### src/rtl/spi_flash_reader.sv
// spi_flash_reader
//   Read-only bus slave for the external SPI NOR flash window. Each word read
//   in the window becomes one SPI READ (0x03) frame: 8 command bits, 24 address
//   bits, 32 data bits. SPI mode 0, MSB first on the wire. The four received
//   bytes are packed little-endian into the returned word.
//
//   Optional feature macro: SPI_FLASH_SEQ_READ_EN
//     When defined, chip select stays low after a read (HOLD). A following read
//     of the next word skips the command and address phases. Any other access
//     closes the burst first.
//
// Ports
//   clk_i, rst_i        system clock, synchronous active-high reset
//   req_i, gnt_o        bus request / one-cycle grant pulse
//   addr_i, we_i        byte address (bits [1:0] ignored), write enable (illegal)
//   be_i, wdata_i       ignored (read-only slave)
//   rvalid_o, rdata_o   one-cycle response pulse and response word (held after)
//   err_o               flags an illegal access together with rvalid_o
//   busy_o              high whenever the FSM is not idle
//   spi_sck_o, spi_cs_no, spi_mosi_o, spi_miso_i   SPI master pins
module spi_flash_reader #(
  parameter logic [31:0] FLASH_BASE_ADDR  = 32'h2000_0000,
  parameter int          FLASH_ADDR_WIDTH = 24,
  parameter int          CLK_DIV          = 2
) (
  input  logic        clk_i,
  input  logic        rst_i,
  input  logic        req_i,
  output logic        gnt_o,
  input  logic [31:0] addr_i,
  input  logic        we_i,
  input  logic [3:0]  be_i,
  input  logic [31:0] wdata_i,
  output logic        rvalid_o,
  output logic [31:0] rdata_o,
  output logic        err_o,
  output logic        busy_o,
  output logic        spi_sck_o,
  output logic        spi_cs_no,
  output logic        spi_mosi_o,
  input  logic        spi_miso_i
);

  localparam int               DIV_W       = (CLK_DIV > 1) ? $clog2(CLK_DIV) : 1;
  localparam logic [DIV_W-1:0] DIV_LAST    = DIV_W'(CLK_DIV - 1);
  localparam logic [32:0]      WINDOW_SIZE = 33'(64'd1 << FLASH_ADDR_WIDTH);
  localparam logic [7:0]       CMD_READ    = 8'h03;
  localparam logic [31:0]      ERR_WORD    = 32'hDEAD_BEEF;

  typedef enum logic [3:0] {
    IDLE  = 4'd0,
    CMD   = 4'd1,
    ADDR  = 4'd2,
    DATA  = 4'd3,
    RESP  = 4'd4,
    CSGAP = 4'd5,
    ERR   = 4'd6,
    HOLD  = 4'd7
  } state_e;

  // First received byte sits in the top of the shift register; it belongs in rdata[7:0].
  function automatic logic [31:0] byte_swap(input logic [31:0] w);
    return {w[7:0], w[15:8], w[23:16], w[31:24]};
  endfunction

  state_e           state_r;
  logic             gnt_r;
  logic             rvalid_r;
  logic             err_r;
  logic             busy_r;
  logic [31:0]      rdata_r;
  logic             sck_r;
  logic             cs_n_r;
  logic             mosi_r;
  logic [31:0]      tx_r;     // outgoing bits still to be sent, next one at [31]
  logic [31:0]      rx_r;     // incoming data bits
  logic [5:0]       bit_r;    // frame bit 0..63
  logic [DIV_W-1:0] div_r;    // clk_i cycles within the current SCK half
  logic             phase_r;  // 0: SCK low half, 1: SCK high half

  logic [31:0]      offset_s;
  logic [23:0]      flash_addr_s;
  logic [31:0]      frame_s;
  logic             illegal_s;
  logic             unused_s;

  assign offset_s     = addr_i - FLASH_BASE_ADDR;
  assign flash_addr_s = {offset_s[23:2], 2'b00};
  assign frame_s      = {CMD_READ, flash_addr_s};
  assign illegal_s    = we_i | ({1'b0, offset_s} >= WINDOW_SIZE);
  assign unused_s     = ^{be_i, wdata_i, offset_s[1:0]};

`ifdef SPI_FLASH_SEQ_READ_EN
  logic [23:0] last_addr_r;
  logic        seq_hit_s;
  // The last word of the flash never matches: last+4 lies outside the window, so a wrap ends the burst.
  assign seq_hit_s = ~illegal_s & ({offset_s[31:2], 2'b00} == ({8'h00, last_addr_r} + 32'd4));
`endif

  // Single FSM: bus handshake, SPI framing and every registered output
  always_ff @(posedge clk_i) begin
    if (rst_i) begin
      state_r  <= IDLE;
      gnt_r    <= 1'b0;
      rvalid_r <= 1'b0;
      err_r    <= 1'b0;
      busy_r   <= 1'b0;
      rdata_r  <= 32'h0000_0000;
      sck_r    <= 1'b0;
      cs_n_r   <= 1'b1;
      mosi_r   <= 1'b0;
      tx_r     <= 32'h0000_0000;
      rx_r     <= 32'h0000_0000;
      bit_r    <= 6'd0;
      div_r    <= {DIV_W{1'b0}};
      phase_r  <= 1'b0;
`ifdef SPI_FLASH_SEQ_READ_EN
      last_addr_r <= 24'h00_0000;
`endif
    end else begin
      gnt_r    <= 1'b0;
      rvalid_r <= 1'b0;
      err_r    <= 1'b0;
      case (state_r)
        IDLE: begin
          if (req_i) begin
            gnt_r  <= 1'b1;
            busy_r <= 1'b1;
            if (illegal_s) begin
              state_r <= ERR;
            end else begin
              state_r <= CMD;
              cs_n_r  <= 1'b0;
              mosi_r  <= frame_s[31];
              tx_r    <= {frame_s[30:0], 1'b0};
              bit_r   <= 6'd0;
              div_r   <= {DIV_W{1'b0}};
              phase_r <= 1'b0;
`ifdef SPI_FLASH_SEQ_READ_EN
              last_addr_r <= flash_addr_s;
`endif
            end
          end
        end
        ERR: begin
          rvalid_r <= 1'b1;
          err_r    <= 1'b1;
          rdata_r  <= ERR_WORD;
          busy_r   <= 1'b0;
          state_r  <= IDLE;
        end
        CMD, ADDR, DATA: begin
          if (div_r != DIV_LAST) begin
            div_r <= div_r + DIV_W'(1);
          end else begin
            div_r <= {DIV_W{1'b0}};
            if (!phase_r) begin
              // Rising SCK edge: the flash has had a full low half to settle MISO.
              phase_r <= 1'b1;
              sck_r   <= 1'b1;
              if (state_r == DATA) begin
                rx_r <= {rx_r[30:0], spi_miso_i};
              end
            end else begin
              phase_r <= 1'b0;
              sck_r   <= 1'b0;
              if (bit_r == 6'd63) begin
                rvalid_r <= 1'b1;
                rdata_r  <= byte_swap(rx_r);
                mosi_r   <= 1'b0;
`ifdef SPI_FLASH_SEQ_READ_EN
                state_r  <= HOLD;
`else
                cs_n_r   <= 1'b1;
                state_r  <= RESP;
`endif
              end else begin
                bit_r  <= bit_r + 6'd1;
                mosi_r <= tx_r[31];
                tx_r   <= {tx_r[30:0], 1'b0};
                if (bit_r < 6'd7) begin
                  state_r <= CMD;
                end else if (bit_r < 6'd31) begin
                  state_r <= ADDR;
                end else begin
                  state_r <= DATA;
                end
              end
            end
          end
        end
        RESP: begin
          state_r <= CSGAP;
          div_r   <= {DIV_W{1'b0}};
          phase_r <= 1'b0;
        end
        CSGAP: begin
          // Two SCK half-periods of deselect time before the next frame.
          if (div_r != DIV_LAST) begin
            div_r <= div_r + DIV_W'(1);
          end else begin
            div_r <= {DIV_W{1'b0}};
            if (phase_r) begin
              phase_r <= 1'b0;
              busy_r  <= 1'b0;
              state_r <= IDLE;
            end else begin
              phase_r <= 1'b1;
            end
          end
        end
`ifdef SPI_FLASH_SEQ_READ_EN
        HOLD: begin
          if (req_i) begin
            if (seq_hit_s) begin
              gnt_r       <= 1'b1;
              state_r     <= DATA;
              bit_r       <= 6'd32;
              div_r       <= {DIV_W{1'b0}};
              phase_r     <= 1'b0;
              mosi_r      <= 1'b0;
              last_addr_r <= flash_addr_s;
            end else begin
              // Close the burst; the request is served from IDLE after the gap.
              cs_n_r  <= 1'b1;
              state_r <= CSGAP;
              div_r   <= {DIV_W{1'b0}};
              phase_r <= 1'b0;
            end
          end
        end
`endif
        default: begin
          state_r <= IDLE;
          busy_r  <= 1'b0;
          cs_n_r  <= 1'b1;
          sck_r   <= 1'b0;
          mosi_r  <= 1'b0;
        end
      endcase
    end
  end

  assign gnt_o      = gnt_r;
  assign rvalid_o   = rvalid_r;
  assign err_o      = err_r;
  assign busy_o     = busy_r;
  assign rdata_o    = rdata_r;
  assign spi_sck_o  = sck_r;
  assign spi_cs_no  = cs_n_r;
  assign spi_mosi_o = mosi_r;

endmodule

### config.mk
export PLATFORM = sky130hd
export DESIGN_NAME = spi_flash_reader
export DESIGN_NICKNAME = d
export VERILOG_FILES = /design/src/rtl/spi_flash_reader.sv
export SDC_FILE = /design/constraint.sdc
export NUM_CORES = 1
export LEC_CHECK = 0
export CORE_ASPECT_RATIO = 1.25
export CORE_MARGIN = 5
export CORE_UTILIZATION = 46
export CTS_CLUSTER_SIZE = 24
export DETAILED_ROUTE_END_ITERATION = 16
export PLACE_DENSITY = 0.79
export REMOVE_ABC_BUFFERS = 1
export SETUP_SLACK_MARGIN = 0.3
export SYNTH_ARGS = -nofsm -noshare
export SYNTH_HDL_FRONTEND = slang
export SYNTH_SLANG_ARGS = --single-unit
### constraint.sdc
create_clock -name clk_i -period 1.6 [get_ports clk_i]
set_input_delay 0.16 -clock clk_i [delete_from_list [all_inputs] [get_ports clk_i]]
set_output_delay 0.16 -clock clk_i [all_outputs]
set_load 0.005 [all_outputs]
Yosys cells after proc, flatten, opt, wreduce, memory -nomap -nowiden --
Cells that the tools add are included.
Word-level totals: register bits 115, output and inout bits 39, logic and storage cells 114
Operators by class: add/subtract/negate cells 3, order comparisons 3, equal/unequal tests 16, muxes and demuxes 52, bitwise logic cells 6, reduce and logical (&&, ||, !) cells 20
Operators with widths (number):
- 2-to-1 mux 32 bit | 8
- one-hot mux 32 bit (2 select lines) | 2
- >= comparator 32 x 25 -> 1 bit (second input constant) | 1
- subtractor 32 x 30 -> 32 bit (second input constant) | 1
- 2-to-1 mux 6 bit | 5
- 2-to-1 mux 1 bit | 20
- 2-to-1 mux 4 bit | 5
- != test 2 bit (second input constant) | 8
- one-hot mux 4 bit (4 select lines) | 1
- AND reduction 4 bit | 4
- one-hot mux 1 bit (3 select lines) | 5
- equality test 4 x 3 -> 1 bit (second input constant) | 3
- one-hot mux 6 bit (2 select lines) | 1
- AND reduction 6 bit | 2
- OR reduction 4 bit | 3
- AND reduction 5 bit | 2
- equality test 4 x 2 -> 1 bit (second input constant) | 2
- adder 6 x 1 -> 6 bit (second input constant) | 1
- equality test 6 bit (second input constant) | 1
- < comparator 6 x 3 -> 1 bit (second input constant) | 1
- < comparator 6 x 5 -> 1 bit (second input constant) | 1
- 2-to-1 mux 3 bit | 2
- OR reduction 3 bit | 2
- inverter 1 bit | 5
- other kinds (12) | 14

Logic depth before layout (Yosys ltp) --
Gate-level depths: netlist (run 1).
depth after elaboration 7, gate-level depth with buffers 7

Least setup slack after synthesis (run 1) --
OpenSTA, ideal clock, no wires.
path kind register to register, start register bit_r[0], end register rdata_r[10] (netlist: rdata_o[10]), arrival time 1.601 ns, required time 1.468 ns, path slack -0.133 ns, cell stages (with the launch flop) 7, buffers on the path 1, clock period less this slack 1.733 ns, cells stage by stage dfxtp_1 -> ha_1 -> nand2_1 -> o41a_1 -> clkbuf_1 -> nor4_1 -> nor3_1
On the way: word-level cells in the longest chain between the ends 3
Ends and longest elaborated chain:
- start, declared | RTL line 77 | logic [5:0] bit_r;
- start signal, assigned | RTL line 178 | bit_r <= bit_r + 6'd1;
- equality test 6 bit | RTL line 167 | if (bit_r == 6'd63) begin
- != test 2 bit (no source line)
- AND reduction 4 bit (no source line)
- end signal, assigned | RTL line 169 | rdata_r <= byte_swap(rx_r);
- end, declared | RTL line 71 | logic [31:0] rdata_r;
Every way passes these cells. A chain may end at the register's enable or synchronous reset.

Worst setup path in the final report (run 1) --
start input port req_i, end register tx_r[10]
On the way: word-level cells in the longest chain between the ends 2
Ends and longest elaborated chain:
- start, declared | RTL line 28 | input logic req_i,
- != test 2 bit (no source line)
- AND reduction 6 bit (no source line)
- end signal, assigned | RTL line 135 | tx_r <= {frame_s[30:0], 1'b0};
- end signal, assigned | RTL line 180 | tx_r <= {tx_r[30:0], 1'b0};
- end, declared | RTL line 75 | logic [31:0] tx_r;
Every way passes these cells.

==> results of run 1 <==
[state kept, by name, summed over array words and instances, names as in the netlist]
register    count
bit_r           6
busy_o          1
div_r           1
err_o           1
gnt_o           1
phase_r         1
rdata_o        32
rvalid_o        1
rx_r           32
spi_cs_no       1
spi_mosi_o      1
spi_sck_o       1
state_r         3
tx_r           29
[final timing paths]
kind / from / to / slack, ns / depth (start not counted)
worst max-delay path: req_i / tx_r[10]$_SDFFE_PP0P_ / -0.20 / 8
worst min-delay path: rst_i / tx_r[27]$_SDFFE_PP0P_ / 0.20 / 2
worst max register to register: state_r[0]$_SDFFE_PP0P_ / tx_r[10]$_SDFFE_PP0P_ / -0.18 / 7
worst min register to register: rdata_o[17]$_SDFFE_PP0P_ / rdata_o[17]$_SDFFE_PP0P_ / 0.46 / 2
[final cells by class]
class	instances	area share, %
inverter	5	0.257
clock buffer	10	2.89
timing repair buffer	176	22.4
tap	135	2.04
clock inverter	6	0.757
sequential	111	27.3
multi-input combinational	443	44.3
[power groups by stage]
stage                     Combinational, mW  Sequential (mW)  Clock [mW]
after floorplan                        1.58             3.34           0
after global placement                 3.32             3.20           0
after detailed placement               3.42             3.22           0
after CTS                              3.89             3.19        2.30
after global routing                   5.01             3.24        2.43
final                                  4.73             3.22        2.33
[what timing repair did]
action	4_1_cts	5_1_grt
pin swaps	28	93
gates cloned	4	5
resized for setup	170	177
setup endpoints to repair	147	111
buffers inserted	11	9
[stage by stage]
| step | power (mW) | area [um2] | cells | setup TNS (ns) | worst slack (ns) |
|---|---|---|---|---|---|
| floorplan | 4.92 | 4900 | 559 | -110.33 | -1.49 |
| global placement | 6.52 | 6480 | 841 | -23.33 | -0.665 |
| detailed placement | 6.64 | 6480 | 841 | -26.71 | -0.707 |
| CTS | 9.38 | 7320 | 872 | -0.770 | -0.0807 |
| global route | 10.7 | 8260 | 886 | -10.09 | -0.209 |
| finish | 10.3 | 8260 | 886 | -6.00 | -0.196 |
[synthesized netlist by cell type, drive strengths merged (3+ instances only)]
cell type  instances  share of area [%]
nor3              31                3.0
inv                5               0.36
a21o               7                1.0
nor2b              4               0.48
o211ai             9                1.3
nor4b              3                1.2
nor4              26                3.4
nand3             17                1.6
dfxtp            111                 43
or3                3               0.36
a2111oi            3               0.51
o2bb2ai           21                3.5
a311oi             3               0.51
nand2             75                5.5
buf               24                2.4
nor2               9               0.65
a211oi             4               0.58
o311ai            19                3.2
o21a               3               0.43
nand4             12                1.4
o21ai             10               0.96
o31ai              3               0.43
a21oi            118                 11
nand2b            22                2.6
clkbuf            44                3.2
o2bb2a             4               0.77
a21boi             5               0.72
and2               3               0.36
[per-layer routing]
metal	up-vias	part of all wire [%]
met1	2810	36
met4	0	4.8
li1	2564	-
met3	90	5.8
met2	309	53
met5	-	0
[logic make-up (layout without fill, tap and decap cells)]
group | after synthesis | after routing
XOR/XNOR | 2 | 2
multiplexers | 1 | 1
flip-flops | 111 | 111
AO/OA/AOI/OAI | 227 | 227
AND/OR/NAND/NOR | 211 | 211
adder cells (fa/ha/maj) | 2 | 2
buffers and inverters | 73 | 197
==> impl_metrics.json, run 1 <==
{
  "grt_pass1_wl_um": 26400,
  "ys_warn_count": 0,
  "area_growth_syn_to_layout_pct": 59.0,
  "io_pins": 112,
  "clk-insertion-delay-late_ns": 0.37,
  "grt_max_degree": 40,
  "finalHoldViolCount": 0,
  "pwr-share-comb_pct": 46.0,
  "fin_crit_sh_pct": 112,
  "nets": 821,
  "routed_wl_um": 19400,
  "synthCells": 627,
  "antenna_cells": 0,
  "regArea_um2": 2250,
  "numPortBuffers": 73,
  "num-fill-cells": 669,
  "wl_per_cell_um": 21.9,
  "grt.met1_usage_pct": 25.9,
  "ir_worst_vdd_uv": 886,
  "gp_congestion": 0.838,
  "synth_top_family_by_area": "compound AO/OA/AOI/OAI gates",
  "drcViolationCount": 0,
  "worst_ep_required_time_ns": 1.89,
  "cts_made_buffers": 9,
  "setup_ws_ns": -0.196,
  "clockBufferDepth": 2,
  "htree_num_levels": 3,
  "root_buffer": "clkbuf_16",
  "holdWs_ns": 0.197,
  "critPathLaunchType": "primary input",
  "drive_above_1_share_pct": 42.1,
  "crit_family": "buffers and inverters",
  "p_int_mw": 6.27,
  "leakage_nw": 3.41,
  "final_cell_mix": "dfxtp_1 (94), buf_4 (66), a21oi_1 (63)",
  "critPathArrivalTime_ns": 2.09,
  "seq_power_share_pct": 31.3,
  "fmax_mhz": 557,
  "worstPathMaxFanout": 7,
  "finalSetupViolCount": 81,
  "status": "finished with violations",
  "grt_busiest_layer": "met2",
  "crit_type": "in -> reg",
  "vias": 5773,
  "track_usage_pct": 23.4,
  "syn-cell-area_um2": 5190,
  "critPathSlowestCell": "clkdlybuf4s50_1",
  "relSlewSlack_pct": 62.8,
  "antenna_found_initial": 0,
  "slowest_delay_ns": 0.62,
  "power.switching_mw": 4.02,
  "die-area_um2": 13500,
  "ys.flop_type": "dfxtp_1",
  "skew_ns": 0.0132,
  "met3_usage_pct": 5.12,
  "syn_avg_cell_area_um2": 8.29,
  "viasPerCell": 6.52,
  "die_y_um": 129,
  "dp_hpwl_um": 9940,
  "synth-simple-area-share_pct": 21.5,
  "grt_pass1_vias": 5506,
  "finish.utilization_pct": 74.5,
  "multi_input_area_um2": 3660,
  "p_clk_share_pct": 22.7,
  "synth_edf_count": 0,
  "ys_types": 60,
  "grt-ovfl-total": 0,
  "slew_violations": 0,
  "clkTransAtPathRegs_ns": 0.08,
  "initial_core_util_pct": 46.9,
  "powerDensity_nw_per_um2": 1250,
  "switching_share_pct": 39.1,
  "final_antenna_net_count": 0,
  "hold_class": "in -> reg",
  "synth-adder-area-share_pct": 0.482,
  "async_reset_ff_share_pct": 0,
  "drtIter0Drc": 556,
  "path_buf_inv": 4,
  "rsz0062_at_grt": "yes",
  "muxShareOfSynthArea_pct": 0.193,
  "worst_setup_path_end_kind": "flip-flop",
  "violations": "negative setup slack",
  "rows": 43,
  "synthXorXnorAreaFrac_pct": 0.337,
  "die_w_um": 105,
  "crit_path_cell_trace": "clkdlybuf4s50_1, nor4b_4, nand4_1, buf_4, buf_8, buf_12, o2bb2ai_2, a21oi_1",
  "layout_commonest_cell": "dfxtp_1",
  "fin_crit_ns": 1.80,
  "core_um2": 11100,
  "seq_area_frac_synth_pct": 42.8,
  "worstMarginPinSlew_ns": 0.551,
  "synth-seq-cells": 111,
  "ctsHoldBuffers": 0,
  "firstDrtPassIters": 7,
  "cts_tree": "built",
  "use_met2_pct": 43.1,
  "synth_compound_area_share_pct": 28.8,
  "cts_sinks": 111,
  "max_cap_violations": 0
}
(Power assumes the default switching activity.)
==> inputs of run 2 (changes only) <==
--- a/config.mk
+++ b/config.mk
@@ -7,10 +7,10 @@
 export LEC_CHECK = 0
 export CORE_ASPECT_RATIO = 1.25
 export CORE_MARGIN = 5
-export CORE_UTILIZATION = 46
+export CORE_UTILIZATION = 40
 export CTS_CLUSTER_SIZE = 24
 export DETAILED_ROUTE_END_ITERATION = 16
-export PLACE_DENSITY = 0.79
+export PLACE_DENSITY = 0.71
 export REMOVE_ABC_BUFFERS = 1
 export SETUP_SLACK_MARGIN = 0.3
 export SYNTH_ARGS = -nofsm -noshare
==> run 2 against run 1 <==
Worst setup slack lost 0.14 ns; the flow still finishes with violations (negative setup slack); sequential cell count is the same; clock skew down 0.0049 ns; highest routed layer unchanged; cell area is 9.1% higher; cell count is 6.7% higher.
==> impl_metrics.json, run 2 (synthesized netlist as in run 1, its figures left out) <==
{
  "drive_above_1_share_pct": 49.3,
  "wl_per_cell_um": 22.7,
  "worstPathMaxFanout": 3,
  "routed_wl_um": 21500,
  "cts_made_buffers": 9,
  "setup_ws_ns": -0.336,
  "clk-insertion-delay-late_ns": 0.36,
  "fin_crit_sh_pct": 121,
  "antenna_found_initial": 0,
  "die-area_um2": 15400,
  "max_cap_violations": 0,
  "rows": 46,
  "critPathArrivalTime_ns": 2.12,
  "violations": "negative setup slack",
  "min_path_cells": 2,
  "die_y_um": 137,
  "rsz0062_at_grt": "yes",
  "clockBufferDepth": 2,
  "final_cell_mix": "dfxtp_1 (86), buf_4 (66), a21oi_1 (64)",
  "hold_class": "in -> reg",
  "critPathSlowestCell": "a2111oi_0",
  "layout_commonest_cell": "dfxtp_1",
  "finalHoldViolCount": 0,
  "grt_max_degree": 46,
  "placedCellCount": 866,
  "powerDensity_nw_per_um2": 1280,
  "crit_type": "reg -> reg",
  "firstDrtPassIters": 5,
  "worst_setup_path_end_kind": "flip-flop",
  "crit_path_cell_trace": "ha_4, and2_4, buf_4, a211oi_2, a221oi_1, a2111oi_0",
  "ff2ff_path_depth": 6,
  "slowest_delay_ns": 0.58,
  "fin_crit_ns": 1.94,
  "grt_pass1_wl_um": 27800,
  "ctsHoldBuffers": 0,
  "skew_ns": 0.00825,
  "tns_ns": -5.23,
  "drcViolationCount": 0,
  "core_um2": 12700,
  "final_cells": 945,
  "track_usage_pct": 22.2,
  "fmax_mhz": 516,
  "cts_sinks": 111,
  "num-fill-cells": 814,
  "die_w_um": 112,
  "leakage_nw": 3.81,
  "io_pins": 112,
  "worst_ep_required_time_ns": 1.78,
  "relSlewSlack_pct": 52.7,
  "area_growth_syn_to_layout_pct": 73.5,
  "finalSetupViolCount": 65,
  "clkTransAtPathRegs_ns": 0.07,
  "final_antenna_net_count": 0,
  "holdWs_ns": 0.215,
  "slew_violations": 0,
  "numPortBuffers": 73,
  "status": "finished with violations",
  "ir_worst_vdd_uv": 947,
  "drtIter0Drc": 456,
  "worstMarginPinSlew_ns": 0.691,
  "gp_congestion": 0.819,
  "critPathLaunchType": "flip-flop",
  "grt-ovfl-total": 0,
  "antenna_cells": 0,
  "viasPerCell": 6.34,
  "dp_hpwl_um": 9350,
  "root_buffer": "clkbuf_16",
  "nets": 847,
  "htree_num_levels": 3,
  "initial_core_util_pct": 40.8,
  "vias": 5987,
  "cts_tree": "built",
  "grt_pass1_vias": 5548
}
run 2: cell types whose count changed in the layout (fill, tap and decap cells not counted), moves of 11 or more:
cell	delta
buf_6	+19
dlymetal6s2s_1	+11
nand2_1	-34
nand2_2	+15
nand2_4	+17
o311ai_0	-11
run 2: final cells by class:
class / instances / area [um2] / area share, %
multi-input combinational: 443 / 3890 / 43.2
tap: 168 / 210 / 2.33
timing repair buffer: 202 / 2300 / 25.5
inverter: 5 / 18.8 / 0.208
sequential: 111 / 2260 / 25.1
clock buffer: 10 / 239 / 2.65
clock inverter: 6 / 92.6 / 1.03
run 2: worst paths after layout:
| path | from | slack, ns | endpoint |
|---|---|---|---|
| worst max register to register | bit_r[1]$_SDFFE_PP0P_ | -0.34 | state_r[1]$_SDFFE_PP0P_ |
| worst max-delay path | bit_r[1]$_SDFFE_PP0P_ | -0.34 | state_r[1]$_SDFFE_PP0P_ |
| worst min register to register | spi_mosi_o$_SDFFE_PP0P_ | 0.48 | spi_mosi_o$_SDFFE_PP0P_ |
| worst min-delay path | rst_i | 0.22 | tx_r[31]$_SDFFE_PP0P_ |
run 2: per-layer routing:
| layer | vias to the layer above | global-route usage (%) | wire, um |
|---|---|---|---|
| met3 | 97 | 3.56 | 1310 |
| li1 | 2621 | - | - |
| met4 | 0 | 11.5 | 1180 |
| met1 | 2960 | 25.6 | 7790 |
| met5 | - | 0 | 0 |
| met2 | 309 | 39.6 | 11200 |
run 2: worst max-delay path, delay by kind of cell (launching register included):
kind / cells / cell delay, ns
adder cells (fa/ha/maj): 1 / 0.17
flip-flops: 1 / 0.34
AND/OR/NAND/NOR: 1 / 0.18
buffers and inverters: 1 / 0.14
AO/OA/AOI/OAI: 3 / 0.94
run 2: repair_timing:
item,CTS,global route
gates resized for setup,224,217
cloned,10,9
pin swaps,102,106
setup buffers,17,27
setup endpoints to repair,147,115
run 2: per-stage QoR:
| stage | utilization (%) | setup slack (ns) | cell area, um2 | power (mW) |
|---|---|---|---|---|
| after floorplan | - | -1.49 | 4900 | 4.92 |
| after detailed placement | 50.8 | -0.780 | 6460 | 6.58 |
| final | 70.9 | -0.336 | 9010 | 11.6 |
| after global placement | 50.8 | -0.717 | 6460 | 6.52 |
| after global routing | 70.9 | -0.354 | 9010 | 12.0 |
| after CTS | 60.6 | -0.0758 | 7710 | 9.85 |
run 2: where the power goes:
part | internal, mW | switching (mW)
sequential | 3.03 | 0.228
clock | 1.43 | 1.10
combinational | 2.75 | 3.02
